**src/rtl/mult_pkg.sv**
```systemverilog
// Shared definitions for the 8-bit signed shift-add multiplier datapath and its controller.
// Strobe priorities are expressed as ranks so the controller and datapath agree on ordering.
package mult_pkg;

    localparam int WIDTH = 8;
    localparam int EXT_W = WIDTH + 1;

    // A/X strobe ranks: a higher rank wins when several strobes arrive in one cycle.
    localparam int PRIO_SHIFT = 0;
    localparam int PRIO_ADD   = 1;
    localparam int PRIO_SUB   = 2;
    localparam int PRIO_CLR   = 3;
    localparam int AX_PRIO_N  = 4;

    // B strobe ranks.
    localparam int PRIO_B_SHIFT = 0;
    localparam int PRIO_LD_B    = 1;
    localparam int B_PRIO_N     = 2;

    typedef enum logic [2:0] {
        AX_HOLD  = 3'd0,
        AX_CLR   = 3'd1,
        AX_SUB   = 3'd2,
        AX_ADD   = 3'd3,
        AX_SHIFT = 3'd4
    } ax_op_e;

    typedef enum logic [1:0] {
        B_HOLD  = 2'd0,
        B_LOAD  = 2'd1,
        B_SHIFT = 2'd2
    } b_op_e;

    typedef struct packed {
        logic clr_a;
        logic ld_b;
        logic add_en;
        logic sub_en;
        logic shift_en;
    } strobe_t;

    function automatic logic [EXT_W-1:0] sign_ext(input logic [WIDTH-1:0] v);
        return {v[WIDTH-1], v};
    endfunction

    function automatic ax_op_e prio_to_ax(input int p);
        ax_op_e op;
        case (p)
            PRIO_CLR:   op = AX_CLR;
            PRIO_SUB:   op = AX_SUB;
            PRIO_ADD:   op = AX_ADD;
            PRIO_SHIFT: op = AX_SHIFT;
            default:    op = AX_HOLD;
        endcase
        return op;
    endfunction

    function automatic b_op_e prio_to_b(input int p);
        b_op_e op;
        case (p)
            PRIO_LD_B:    op = B_LOAD;
            PRIO_B_SHIFT: op = B_SHIFT;
            default:      op = B_HOLD;
        endcase
        return op;
    endfunction

    // Scan ranks low to high so the highest asserted rank is the one that sticks.
    function automatic ax_op_e decode_ax(input strobe_t s);
        logic [AX_PRIO_N-1:0] req;
        ax_op_e               op;
        req             = 4'b0000;
        req[PRIO_CLR]   = s.clr_a;
        req[PRIO_SUB]   = s.sub_en;
        req[PRIO_ADD]   = s.add_en;
        req[PRIO_SHIFT] = s.shift_en;
        op              = AX_HOLD;
        for (int p = 0; p < AX_PRIO_N; p++) begin
            if (req[p]) begin
                op = prio_to_ax(p);
            end
        end
        return op;
    endfunction

    function automatic b_op_e decode_b(input strobe_t s);
        logic [B_PRIO_N-1:0] req;
        b_op_e               op;
        req               = 2'b00;
        req[PRIO_LD_B]    = s.ld_b;
        req[PRIO_B_SHIFT] = s.shift_en;
        op                = B_HOLD;
        for (int p = 0; p < B_PRIO_N; p++) begin
            if (req[p]) begin
                op = prio_to_b(p);
            end
        end
        return op;
    endfunction

endpackage

```
**src/rtl/add_sub9.sv**
```systemverilog
// Combinational 9-bit two's-complement adder/subtractor; carry out of bit 8 is dropped.
module add_sub9
    import mult_pkg::*;
(
    input  logic [EXT_W-1:0] a,
    input  logic [EXT_W-1:0] s,
    input  logic             sub,
    output logic [EXT_W-1:0] sum
);

    logic [EXT_W-1:0] w_s_eff;

    // Subtract as a + ~s + 1, sharing one adder for both operations.
    always_comb begin
        w_s_eff = s;
        if (sub) begin
            w_s_eff = ~s;
        end else begin
            w_s_eff = s;
        end
        sum = a + w_s_eff + {{(EXT_W-1){1'b0}}, sub};
    end

endmodule

```
**src/rtl/mult_datapath.sv**
```systemverilog
// A/B/X register datapath for a signed shift-add multiplier; all sequencing lives in the controller.
// {A,B} holds the 16-bit product, X is the sign extension carried into A during shifts.
module mult_datapath
    import mult_pkg::*;
(
    input  logic             clk,
    input  logic             reset_n,
    input  logic [WIDTH-1:0] sw,
    input  logic             clr_a,
    input  logic             ld_b,
    input  logic             add_en,
    input  logic             sub_en,
    input  logic             shift_en,
    output logic [WIDTH-1:0] a_val,
    output logic [WIDTH-1:0] b_val,
    output logic             x_val,
    output logic             bout
);

    logic [WIDTH-1:0] r_a;
    logic [WIDTH-1:0] r_b;
    logic             r_x;

    strobe_t          w_strobe;
    ax_op_e           w_ax_op;
    b_op_e            w_b_op;
    logic             w_sub;
    logic [EXT_W-1:0] w_a_ext;
    logic [EXT_W-1:0] w_s_ext;
    logic [EXT_W-1:0] w_sum;
    logic [WIDTH-1:0] w_a_next;
    logic [WIDTH-1:0] w_b_next;
    logic             w_x_next;

    // Resolve concurrent strobes into one A/X action and one B action.
    always_comb begin
        w_strobe = '{clr_a: clr_a, ld_b: ld_b, add_en: add_en,
                     sub_en: sub_en, shift_en: shift_en};
        w_ax_op  = decode_ax(w_strobe);
        w_b_op   = decode_b(w_strobe);
        w_sub    = (w_ax_op == AX_SUB);
        w_a_ext  = sign_ext(r_a);
        w_s_ext  = sign_ext(sw);
    end

    add_sub9 u_add_sub9 (
        .a   (w_a_ext),
        .s   (w_s_ext),
        .sub (w_sub),
        .sum (w_sum)
    );

    // Next-state selection for A and X.
    always_comb begin
        w_a_next = r_a;
        w_x_next = r_x;
        case (w_ax_op)
            AX_CLR: begin
                w_a_next = {WIDTH{1'b0}};
                w_x_next = 1'b0;
            end
            AX_SUB, AX_ADD: begin
                w_x_next = w_sum[EXT_W-1];
                w_a_next = w_sum[WIDTH-1:0];
            end
            AX_SHIFT: begin
                w_a_next = {r_x, r_a[WIDTH-1:1]};
                w_x_next = r_x;
            end
            default: begin
                w_a_next = r_a;
                w_x_next = r_x;
            end
        endcase
    end

    // Next-state selection for B; a shift pulls in A[0] as it was before this edge.
    always_comb begin
        w_b_next = r_b;
        case (w_b_op)
            B_LOAD:  w_b_next = sw;
            B_SHIFT: w_b_next = {r_a[0], r_b[WIDTH-1:1]};
            default: w_b_next = r_b;
        endcase
    end

    // Datapath registers; reset clears the partial product immediately.
    always_ff @(posedge clk or negedge reset_n) begin
        if (!reset_n) begin
            r_a <= {WIDTH{1'b0}};
            r_b <= {WIDTH{1'b0}};
            r_x <= 1'b0;
        end else begin
            r_a <= w_a_next;
            r_b <= w_b_next;
            r_x <= w_x_next;
        end
    end

    assign a_val = r_a;
    assign b_val = r_b;
    assign x_val = r_x;
    assign bout  = r_b[0];

endmodule

```
**config.mk**
```make
export PLATFORM = sky130hd
export DESIGN_NAME = mult_datapath
export DESIGN_NICKNAME = d
export VERILOG_FILES = /design/src/rtl/mult_pkg.sv /design/src/rtl/add_sub9.sv /design/src/rtl/mult_datapath.sv
export SDC_FILE = /design/constraint.sdc
export NUM_CORES = 1
export LEC_CHECK = 0
export CELL_PAD_IN_SITES_DETAIL_PLACEMENT = 1
export CELL_PAD_IN_SITES_GLOBAL_PLACEMENT = 2
export CORE_AREA = 2 2 70 72
export DETAILED_ROUTE_END_ITERATION = 7
export DIE_AREA = 0 0 72 74
export GPL_TIMING_DRIVEN = 0
export PLACE_DENSITY_LB_ADDON = 0.1
export SYNTH_ARGS = -nofsm -noshare
export SYNTH_HDL_FRONTEND = slang
export SYNTH_SLANG_ARGS = --single-unit
```
**constraint.sdc**
```tcl
create_clock -name clk -period 2.5 [get_ports clk]
set_clock_uncertainty 0.2 [all_clocks]
set_input_delay 0.75 -clock clk [delete_from_list [all_inputs] [get_ports clk]]
set_output_delay 0.75 -clock clk [all_outputs]
set_load 0.02 [all_outputs]
```
==> results.json, run 1 <==
{
  "status": "complete, no violations",
  "critical_path.top_delay_family": "compound AO/OA/AOI/OAI gates",
  "ir_drop_mv": 0.202,
  "period_share_pct": 99.3,
  "overflow": 0,
  "yosysSeqAreaShare_pct": 33.5,
  "synthArstFlopShare_pct": 100,
  "finalHoldViolations": 0,
  "dp_slack_ns": -0.987,
  "clkTransAtPathRegs_ns": 0.07,
  "synth_area_leaders": "dfrtp_1, mux2i_1, ha_1",
  "core_sq_mm": 0.00460,
  "clk-insertion-delay-late_ns": 0.26,
  "firstDrtPassIters": 4,
  "seqCellArea_sq_um": 425,
  "startpoint": "clr_a",
  "clock-sinks": 17,
  "wl_per_cell_microns": 17.1,
  "cts_buffer_depth": 2,
  "syn_nets": 158,
  "tns_ns": 0,
  "synth.ff_latch_count": 17,
  "wl_met1_mm": 1.86,
  "route.met2.wl_mm": 1.97,
  "dr_wl_met3_microns": 150,
  "cap_violations": 0,
  "rsz0062_at_grt": "yes",
  "dieArea_sq_mm": 0.00533,
  "grt_max_degree": 18,
  "yosysTopAreaCellShare_pct": 33.5,
  "slew_violations": 0,
  "powerDensity_mw_per_mm2": 729,
  "period_needed_ns": 2.48,
  "finalInstanceArea_sq_mm": 0.00192,
  "fin_ws_ns": 0.0175,
  "yosysWarnings": 0,
  "num_vias": 1218,
  "tightest_slew_ns": 0.854,
  "hpwlAfterDp_mm": 2.85,
  "crit_fanout": 5,
  "hp-start": "a_val[6]",
  "r2r_start": "a_val[0]",
  "grt.total_usage_pct": 16.4,
  "synth_edf_count": 0,
  "area_growth_pct": 50.9,
  "fin_worst_hold_slack_ns": 0.370,
  "cp.arrival_ns": 2.43,
  "place_area_sq_mm": 0.00168,
  "ios": 33,
  "diodes": 0,
  "drt-initial-drc-count": 27,
  "ant_nets": 0,
  "ys.flop_type": "dfrtp_1",
  "worstSetupPathType": "in -> reg",
  "path_cells": "buf_8 > nand2b_4 > xnor2_4 > buf_6 > ha_4 > a31o_4 > a221oi_4 > xnor2_1 > o221a_1",
  "final_nets": 206,
  "critPathRequiredTime_ns": 2.45,
  "antenna_found_initial": 0,
  "fmax_mhz": 403,
  "crit_path_end_kind": "register",
  "crit_buf_inv": 2,
  "die_w_microns": 72,
  "drc_errors": 0,
  "critPathLaunchType": "input pin",
  "max_stage_delay_ns": 0.33,
  "finalSetupViolCount": 0,
  "synth_top_area_cell": "dfrtp_1",
  "max_slew_margin_pct": 42.9,
  "routed_via_density": 5.18,
  "routed_wl_mm": 4.03,
  "numCtsBuffers": 3,
  "multi_input_area_sq_um": 907,
  "hold_path.class": "reg -> reg",
  "synth_area_sq_mm": 0.00127,
  "fillerInstances": 519,
  "top_layer_used": "met4",
  "port_buffers": 31,
  "ctsHoldBuffers": 0,
  "syn_area_per_cell_sq_um": 9.49,
  "drive_gt1_share_pct": 24.3,
  "die_h_microns": 74,
  "grt_pass1_vias": 1372,
  "place.gp.congestion": 0.768,
  "grt_pass1_wl_mm": 6.76,
  "cts_tree": "built",
  "yosysUniqueCellTypes": 39,
  "leakage_nw": 0.828,
  "start_util_pct": 27.6,
  "num_rows": 25,
  "synth_cells": 134,
  "htree_levels": 1,
  "critPathSlowestCell": "a221oi_4",
  "power.total_mw": 1.40,
  "cts_root_buf": "clkbuf_8"
}
[cell usage after synthesis, drive strengths merged (2+ instances only)]
library cell,number
nand3,4
o21ai,11
nor2,2
inv,7
mux2i,11
dfrtp,17
o2111ai,2
o32a,3
or3,2
o21a,4
clkbuf,4
nor3,2
buf,3
o22ai,2
nand2b,3
or4,2
ha,8
nand2,11
a21oi,9
xnor2,8
nor2b,3
[metrics by stage]
step	utilization (%)	std cells
6_report	41.7	235
3_5_place_dp	36.5	219
3_3_place_gp	36.5	219
2_1_floorplan	-	134
4_1_cts	40.8	234
5_1_grt	41.7	235
[area by class of cell]
class	instances	share of cell area (%)
Multi-Input combinational cell	103	47.3
Timing Repair Buffer	44	21.8
Buffer	6	1.50
Sequential cell	17	22.2
Tap cell	54	3.52
Inverter	7	1.37
Clock buffer	4	2.35
[worst paths after layout]
| path | endpoint | slack [ns] | depth (start not counted) |
|---|---|---|---|
| worst max-delay path | a_val[3] | 0.02 | 9 |
| worst max register to register | a_val[6] | 0.41 | 6 |
| max in group asynchronous | b_val[0] | 0.80 | 1 |
| worst min register to register | a_val[6] | 0.37 | 1 |
| worst min-delay path | a_val[6] | 0.37 | 1 |
| min in group asynchronous | x_val | 0.77 | 1 |
[logic make-up after synthesis]
kind of cell    synth area share, %
compound gates                 24.0
simple gates                   13.7
flops                          33.5
buf+inv                        4.53
mux                            8.66
xor+xnor                       6.20
fa+ha+maj                      9.45
[where the power goes]
part	total (mW)	internal [mW]	leakage, nW	switching (mW)
combinational	0.774	0.392	0.591	0.382
sequential	0.405	0.332	0.215	0.0733
clock	0.219	0.114	0.0228	0.106
total	1.40	0.838	0.828	0.561
[placed cells by master (no fill, tap or decap), drive strengths merged, types with 2 or more instances in the layout]
master / instances
or4: 2
xnor2: 8
a21oi: 9
dlygate4sd2: 4
ha: 8
mux2i: 11
or3: 2
nor2b: 3
nand2: 11
clkdlybuf4s50: 23
inv: 7
o21ai: 11
clkbuf: 8
nand2b: 3
nor3: 2
o32a: 3
nand3: 4
o21a: 4
o22ai: 2
o2111ai: 2
buf: 18
dfrtp: 17
nor2: 2
[metal layers]
layer,vias up,global-route usage [%]
met5,-,0
met4,0,5.87
met3,5,2.44
met2,28,28.4
met1,594,21.0
li1,591,-
[flip-flops by register name, indices dropped and copies added, names as in the netlist]
name	flops
b_val	8
x_val	1
a_val	8
[what timing repair did]
action / 4_1_cts / 5_1_grt
buffers inserted: 13 / 1
endpoints found under the hold margin: 0 / 0
setup endpoints to repair: 8 / 6
resized for setup: 29 / 13
pin swaps: 19 / 8
(Power assumes the default switching activity.)
==> inputs of run 2 (changes only) <==
--- a/config.mk
+++ b/config.mk
@@ -12,6 +12,7 @@
 export DIE_AREA = 0 0 72 74
 export GPL_TIMING_DRIVEN = 0
 export PLACE_DENSITY_LB_ADDON = 0.1
+export SETUP_SLACK_MARGIN = 0.2
 export SYNTH_ARGS = -nofsm -noshare
 export SYNTH_HDL_FRONTEND = slang
 export SYNTH_SLANG_ARGS = --single-unit
==> run 2 against run 1 <==
  * The flow now finishes with violations (setup timing)
  * Critical path type unchanged
  * Sequential power decreased by 1%
  * Register-to-register slack got worse by 0.03 ns
  * Die area unchanged
  * Global-route usage decreased by 0.29 points
  * Utilization increased by 0.87 points
  * Cell area increased by 2.1%
  * Routed wire length decreased by 0.60%
  * Largest cell class unchanged
  * First-iteration DRC count increased by 19%
  * Cell count increased by 1.7%
  * Sequential cell count unchanged
==> results.json, run 2 (synthesis gave the netlist of run 1 again) <==
{
  "overflow": 0,
  "fillerInstances": 501,
  "power.total_mw": 1.43,
  "r2r-end": "a_val[6]",
  "whs_path_depth": 2,
  "violations": "setup timing",
  "critPathRequiredTime_ns": 2.44,
  "hold_path.class": "reg -> reg",
  "core_sq_mm": 0.00460,
  "status": "finished with violations",
  "finalSetupViolCount": 5,
  "period_needed_ns": 2.59,
  "grt.met3_usage_pct": 2.30,
  "routed_wl_mm": 4.01,
  "dieArea_sq_mm": 0.00533,
  "final_cell_mix": "clkdlybuf4s50_1, dfrtp_1, buf_4, mux2i_1",
  "fin_ws_ns": -0.0858,
  "tightest_slew_ns": 0.861,
  "die_w_microns": 72,
  "clkTransAtPathRegs_ns": 0.07,
  "grt_pass1_wl_mm": 6.56,
  "num_vias": 1214,
  "drive_gt1_share_pct": 23.2,
  "cts_buffer_depth": 2,
  "rsz0062_at_grt": "yes",
  "dp_slack_ns": -1.01,
  "cap_violations": 0,
  "grt.met1_usage_pct": 20.2,
  "tns_ns": -0.216,
  "grt.total_usage_pct": 16.1,
  "place_area_sq_mm": 0.00168,
  "wl_per_cell_microns": 16.8,
  "cts_tree": "built",
  "antenna_found_initial": 0,
  "port_buffers": 31,
  "hpwlAfterDp_mm": 2.84,
  "cts_root_buf": "clkbuf_8",
  "period_share_pct": 103,
  "worstSetupPathType": "in -> reg",
  "grt_max_degree": 18,
  "hp-start": "x_val",
  "ctsHoldBuffers": 0,
  "hold_end": "x_val",
  "diodes": 0,
  "numCtsBuffers": 3,
  "final_nets": 210,
  "fin_util_pct": 42.6,
  "drc_errors": 0,
  "max_slew_margin_pct": 42.4,
  "die_h_microns": 74,
  "rr_worst_depth": 6,
  "drt-initial-drc-count": 32,
  "mostFrequentLayoutCell": "clkdlybuf4s50_1",
  "start_util_pct": 27.6,
  "num_rows": 25,
  "finalInstanceArea_sq_mm": 0.00196,
  "fmax_mhz": 387,
  "busiest_layer": "met2",
  "grt_pass1_vias": 1342,
  "ant_nets": 0,
  "crit_fanout": 4,
  "critPathLaunchType": "input pin",
  "r2r_start": "a_val[0]",
  "slew_violations": 0,
  "leakage_nw": 0.884,
  "htree_levels": 1,
  "place.gp.congestion": 0.783,
  "finalHoldViolations": 0,
  "powerDensity_mw_per_mm2": 729,
  "ios": 33,
  "ff2ff_setup_slack_ns": 0.38,
  "clk-insertion-delay-late_ns": 0.26,
  "area_growth_pct": 54.0,
  "cp.arrival_ns": 2.53,
  "met2_usage_pct": 28.8,
  "clock-sinks": 17,
  "crit_path_end_kind": "register",
  "firstDrtPassIters": 4,
  "ir_drop_mv": 0.226,
  "routed_via_density": 5.08
}
## run 2: changes by cell type in the layout (fill, tap and decap cells not counted), sizes merged
cell / delta
buf: +3
clkdlybuf4s50: -2
dlygate4sd2: +2
dlymetal6s2s: +2
clkdlybuf4s15: -1
## run 2: power by group
group	switching, mW	internal, mW
clock	0.104	0.113
sequential	0.0666	0.332
combinational	0.395	0.415
total	0.566	0.861
## run 2: area by class of cell
type                            count  area [sq um]  area share (%)
Sequential cell                    17           425            21.7
Inverter                            7          26.3            1.34
Tap cell                           54          67.6            3.45
Multi-Input combinational cell    103           886            45.2
Buffer                              7          53.8            2.75
Timing Repair Buffer               47           454            23.2
Clock buffer                        4          45.0            2.30
## run 2: through the flow
step                hold WS [ns]  instances
floorplan                  0.254        134
global placement           0.313        219
detailed placement         0.345        219
CTS                        0.370        237
global route               0.411        239
finish                     0.357        239
## run 2: worst max-delay path by stage
stage / startpoint / to / slack, ns / cells after the start
4_1_cts: clr_a / a_val[6] / -0.05 / 10
5_1_grt: clr_a / a_val[6] / -0.16 / 10
3_3_place_gp: sub_en / a_val[6] / -0.98 / 10
3_5_place_dp: sub_en / a_val[6] / -1.01 / 10
6_report: clr_a / a_val[6] / -0.09 / 10
2_1_floorplan: clr_a / a_val[6] / -0.21 / 9
## run 2: per-layer routing
layer | vias up | share of wire, %
li1 | 596 | -
met1 | 586 | 45
met2 | 26 | 50
met3 | 6 | 3.4
met4 | 0 | 1.5
met5 | - | 0
## run 2: repair_timing
action / CTS / global route
setup buffers: 14 / 2
endpoints found under the setup margin: 11 / 9
pin swaps: 18 / 3
resized for setup: 31 / 8
## run 2: critical path, cell delays in order
cell and delay (ns):
buf_8 0.10, nand2b_4 0.13, clkbuf_16 0.16, xnor2_4 0.16, inv_2 0.06, fa_2 0.36
nand3b_1 0.21, a21oi_2 0.21, mux2i_1 0.10, o32a_1 0.29
==> inputs of run 3 (changes only) <==
--- a/config.mk
+++ b/config.mk
@@ -7,10 +7,11 @@
 export LEC_CHECK = 0
 export CELL_PAD_IN_SITES_DETAIL_PLACEMENT = 1
 export CELL_PAD_IN_SITES_GLOBAL_PLACEMENT = 2
-export CORE_AREA = 2 2 70 72
+export CORE_AREA = 2 2 73 68
 export DETAILED_ROUTE_END_ITERATION = 7
-export DIE_AREA = 0 0 72 74
+export DIE_AREA = 0 0 75 70
 export GPL_TIMING_DRIVEN = 0
+export HOLD_SLACK_MARGIN = 0.1
 export PLACE_DENSITY_LB_ADDON = 0.1
 export SETUP_SLACK_MARGIN = 0.2
 export SYNTH_ARGS = -nofsm -noshare
==> run 3 against run 2 <==
  * The run still ends with setup timing left
  * Power fell by 4.2%
  * Sequential share of layout area rose by 0.25 points
  * Routed wire length rose by 1.3%
  * Utilization fell by 0.46 points
  * First-iteration DRC count fell by 19%
  * Cell count rose by 2.1%
  * Die area fell by 1.5%
  * Clock-buffer cell count fell by 1
  * Fmax fell by 3.3%
  * Non-clock buffer count fell by 6
==> results.json, run 3 (synthesis gave the netlist of run 1 again) <==
{
  "cp.arrival_ns": 2.68,
  "violations": "setup timing",
  "dp_cells": 230,
  "core_sq_mm": 0.00459,
  "crit_fanout": 5,
  "fmax_mhz": 374,
  "place_area_sq_mm": 0.00169,
  "critPathLaunchType": "input pin",
  "numCtsBuffers": 3,
  "final_cell_mix": "clkdlybuf4s50_1, dfrtp_1, buf_4, mux2i_1",
  "tightest_slew_ns": 0.857,
  "place.gp.congestion": 0.781,
  "die_h_microns": 70,
  "worstSetupPathType": "in -> reg",
  "slew_violations": 0,
  "routed_wl_mm": 4.06,
  "grt_pass1_wl_mm": 6.70,
  "finalSetupViolCount": 5,
  "ios": 33,
  "critPathRequiredTime_ns": 2.50,
  "finalInstanceArea_sq_mm": 0.00194,
  "grt_max_degree": 18,
  "drt-initial-drc-count": 26,
  "p_sw_share_pct": 40.6,
  "fin_ws_ns": -0.174,
  "drc_errors": 0,
  "power.total_mw": 1.37,
  "num_vias": 1210,
  "leakage_nw": 0.893,
  "grt_pass1_vias": 1345,
  "period_share_pct": 107,
  "hold_path.class": "reg -> reg",
  "stdcell_count": 244,
  "start_util_pct": 27.7,
  "crit_path_end_kind": "register",
  "hpwlAfterDp_mm": 3.00,
  "cts_tree": "built",
  "diodes": 0,
  "comb_power_share_pct": 54.4,
  "htree_levels": 1,
  "max_slew_margin_pct": 42.7,
  "final_nets": 204,
  "p_sw_mw": 0.555,
  "cts_buffer_depth": 2,
  "clock-sinks": 17,
  "finalHoldViolations": 0,
  "cap_violations": 0,
  "num_rows": 24,
  "dieArea_sq_mm": 0.00525,
  "port_buffers": 31,
  "cts_root_buf": "clkbuf_8",
  "antenna_found_initial": 0,
  "clock_power_share_pct": 16.2,
  "firstDrtPassIters": 4,
  "clk-insertion-delay-late_ns": 0.26,
  "routed_via_density": 4.96,
  "powerDensity_mw_per_mm2": 706,
  "period_needed_ns": 2.67,
  "ir_drop_mv": 0.271,
  "status": "finished with violations",
  "wl_per_cell_microns": 16.6,
  "ant_nets": 0,
  "grt.total_usage_pct": 16.5,
  "drive_gt1_share_pct": 21.8,
  "mostFrequentLayoutCell": "clkdlybuf4s50_1",
  "intPower_mw": 0.811,
  "seq_power_share_pct": 29.4,
  "clkTransAtPathRegs_ns": 0.08,
  "rsz0062_at_grt": "yes",
  "overflow": 0,
  "die_w_microns": 75,
  "area_growth_pct": 52.3,
  "ctsHoldBuffers": 0
}
-- run 3: changes by cell type in the layout (fill, tap and decap cells not counted), sizes merged --
cell / change
buf: -6
dlymetal6s2s: +3
clkdlybuf4s50: -2
clkbuf: -1
clkinv: +1
dlygate4sd2: -1
-- run 3: layer usage --
layer  global-route usage (%)  vias up  routed length (microns)
li1                         -      590                        -
met1                     22.4      596                     1910
met2                     27.4       20                     2010
met3                     2.31        4                      107
met4                     3.57        0                       36
met5                        0        -                        0
-- run 3: critical path, cell delays in order --
cell and delay (ns):
buf_8 0.10, nand2b_4 0.13, clkbuf_16 0.16, buf_4 0.16, xnor2_1 0.22, ha_1 0.33, or3_1 0.39, o32a_1 0.35
nand3_1 0.08
-- run 3: through the flow --
stage / hold slack (ns) / setup TNS (ns) / setup WS (ns) / util, %
after floorplan: 0.254 / -0.766 / -0.213 / -
after global placement: 0.327 / -6.09 / -0.928 / 36.9
after detailed placement: 0.350 / -6.55 / -0.989 / 36.9
after CTS: 0.373 / -0.295 / -0.138 / 39.5
after global routing: 0.408 / -0.800 / -0.210 / 42.1
final: 0.370 / -0.506 / -0.174 / 42.1
-- run 3: worst paths after layout --
| path | start | endpoint | slack [ns] | cells after the start |
|---|---|---|---|---|
| min in group asynchronous | reset_n | x_val | 0.77 | 1 |
| min reg2reg | x_val | x_val | 0.37 | 2 |
| max in group asynchronous | reset_n | b_val[7] | 0.79 | 1 |
| min | x_val | x_val | 0.37 | 2 |
| max reg2reg | a_val[0] | a_val[6] | 0.36 | 6 |
| max | clr_a | a_val[7] | -0.17 | 9 |
-- run 3: power by group through the flow --
stage,Sequential [mW],Clock (mW),Combinational [mW]
after floorplan,0.458,0,0.344
after global placement,0.403,0,0.636
final,0.402,0.222,0.743
after detailed placement,0.406,0,0.651
after CTS,0.400,0.231,0.691
after global routing,0.414,0.241,0.806
-- run 3: timing repair --
action,in CTS,in global routing
gates cloned,0,0
resized for setup,27,13
setup buffers,5,5
pin swaps,12,9
endpoints found under the setup margin,11,9
-- run 3: cell type report --
class	instances	area, sq um
fillers	532	2660
multi-input cells	103	908
flip-flops and latches	17	425
repair buffers	41	394
well taps	65	81.3
plain buffers	7	53.8
clock buffers	3	41.3
inverters	7	26.3
clock inverters	1	5.00
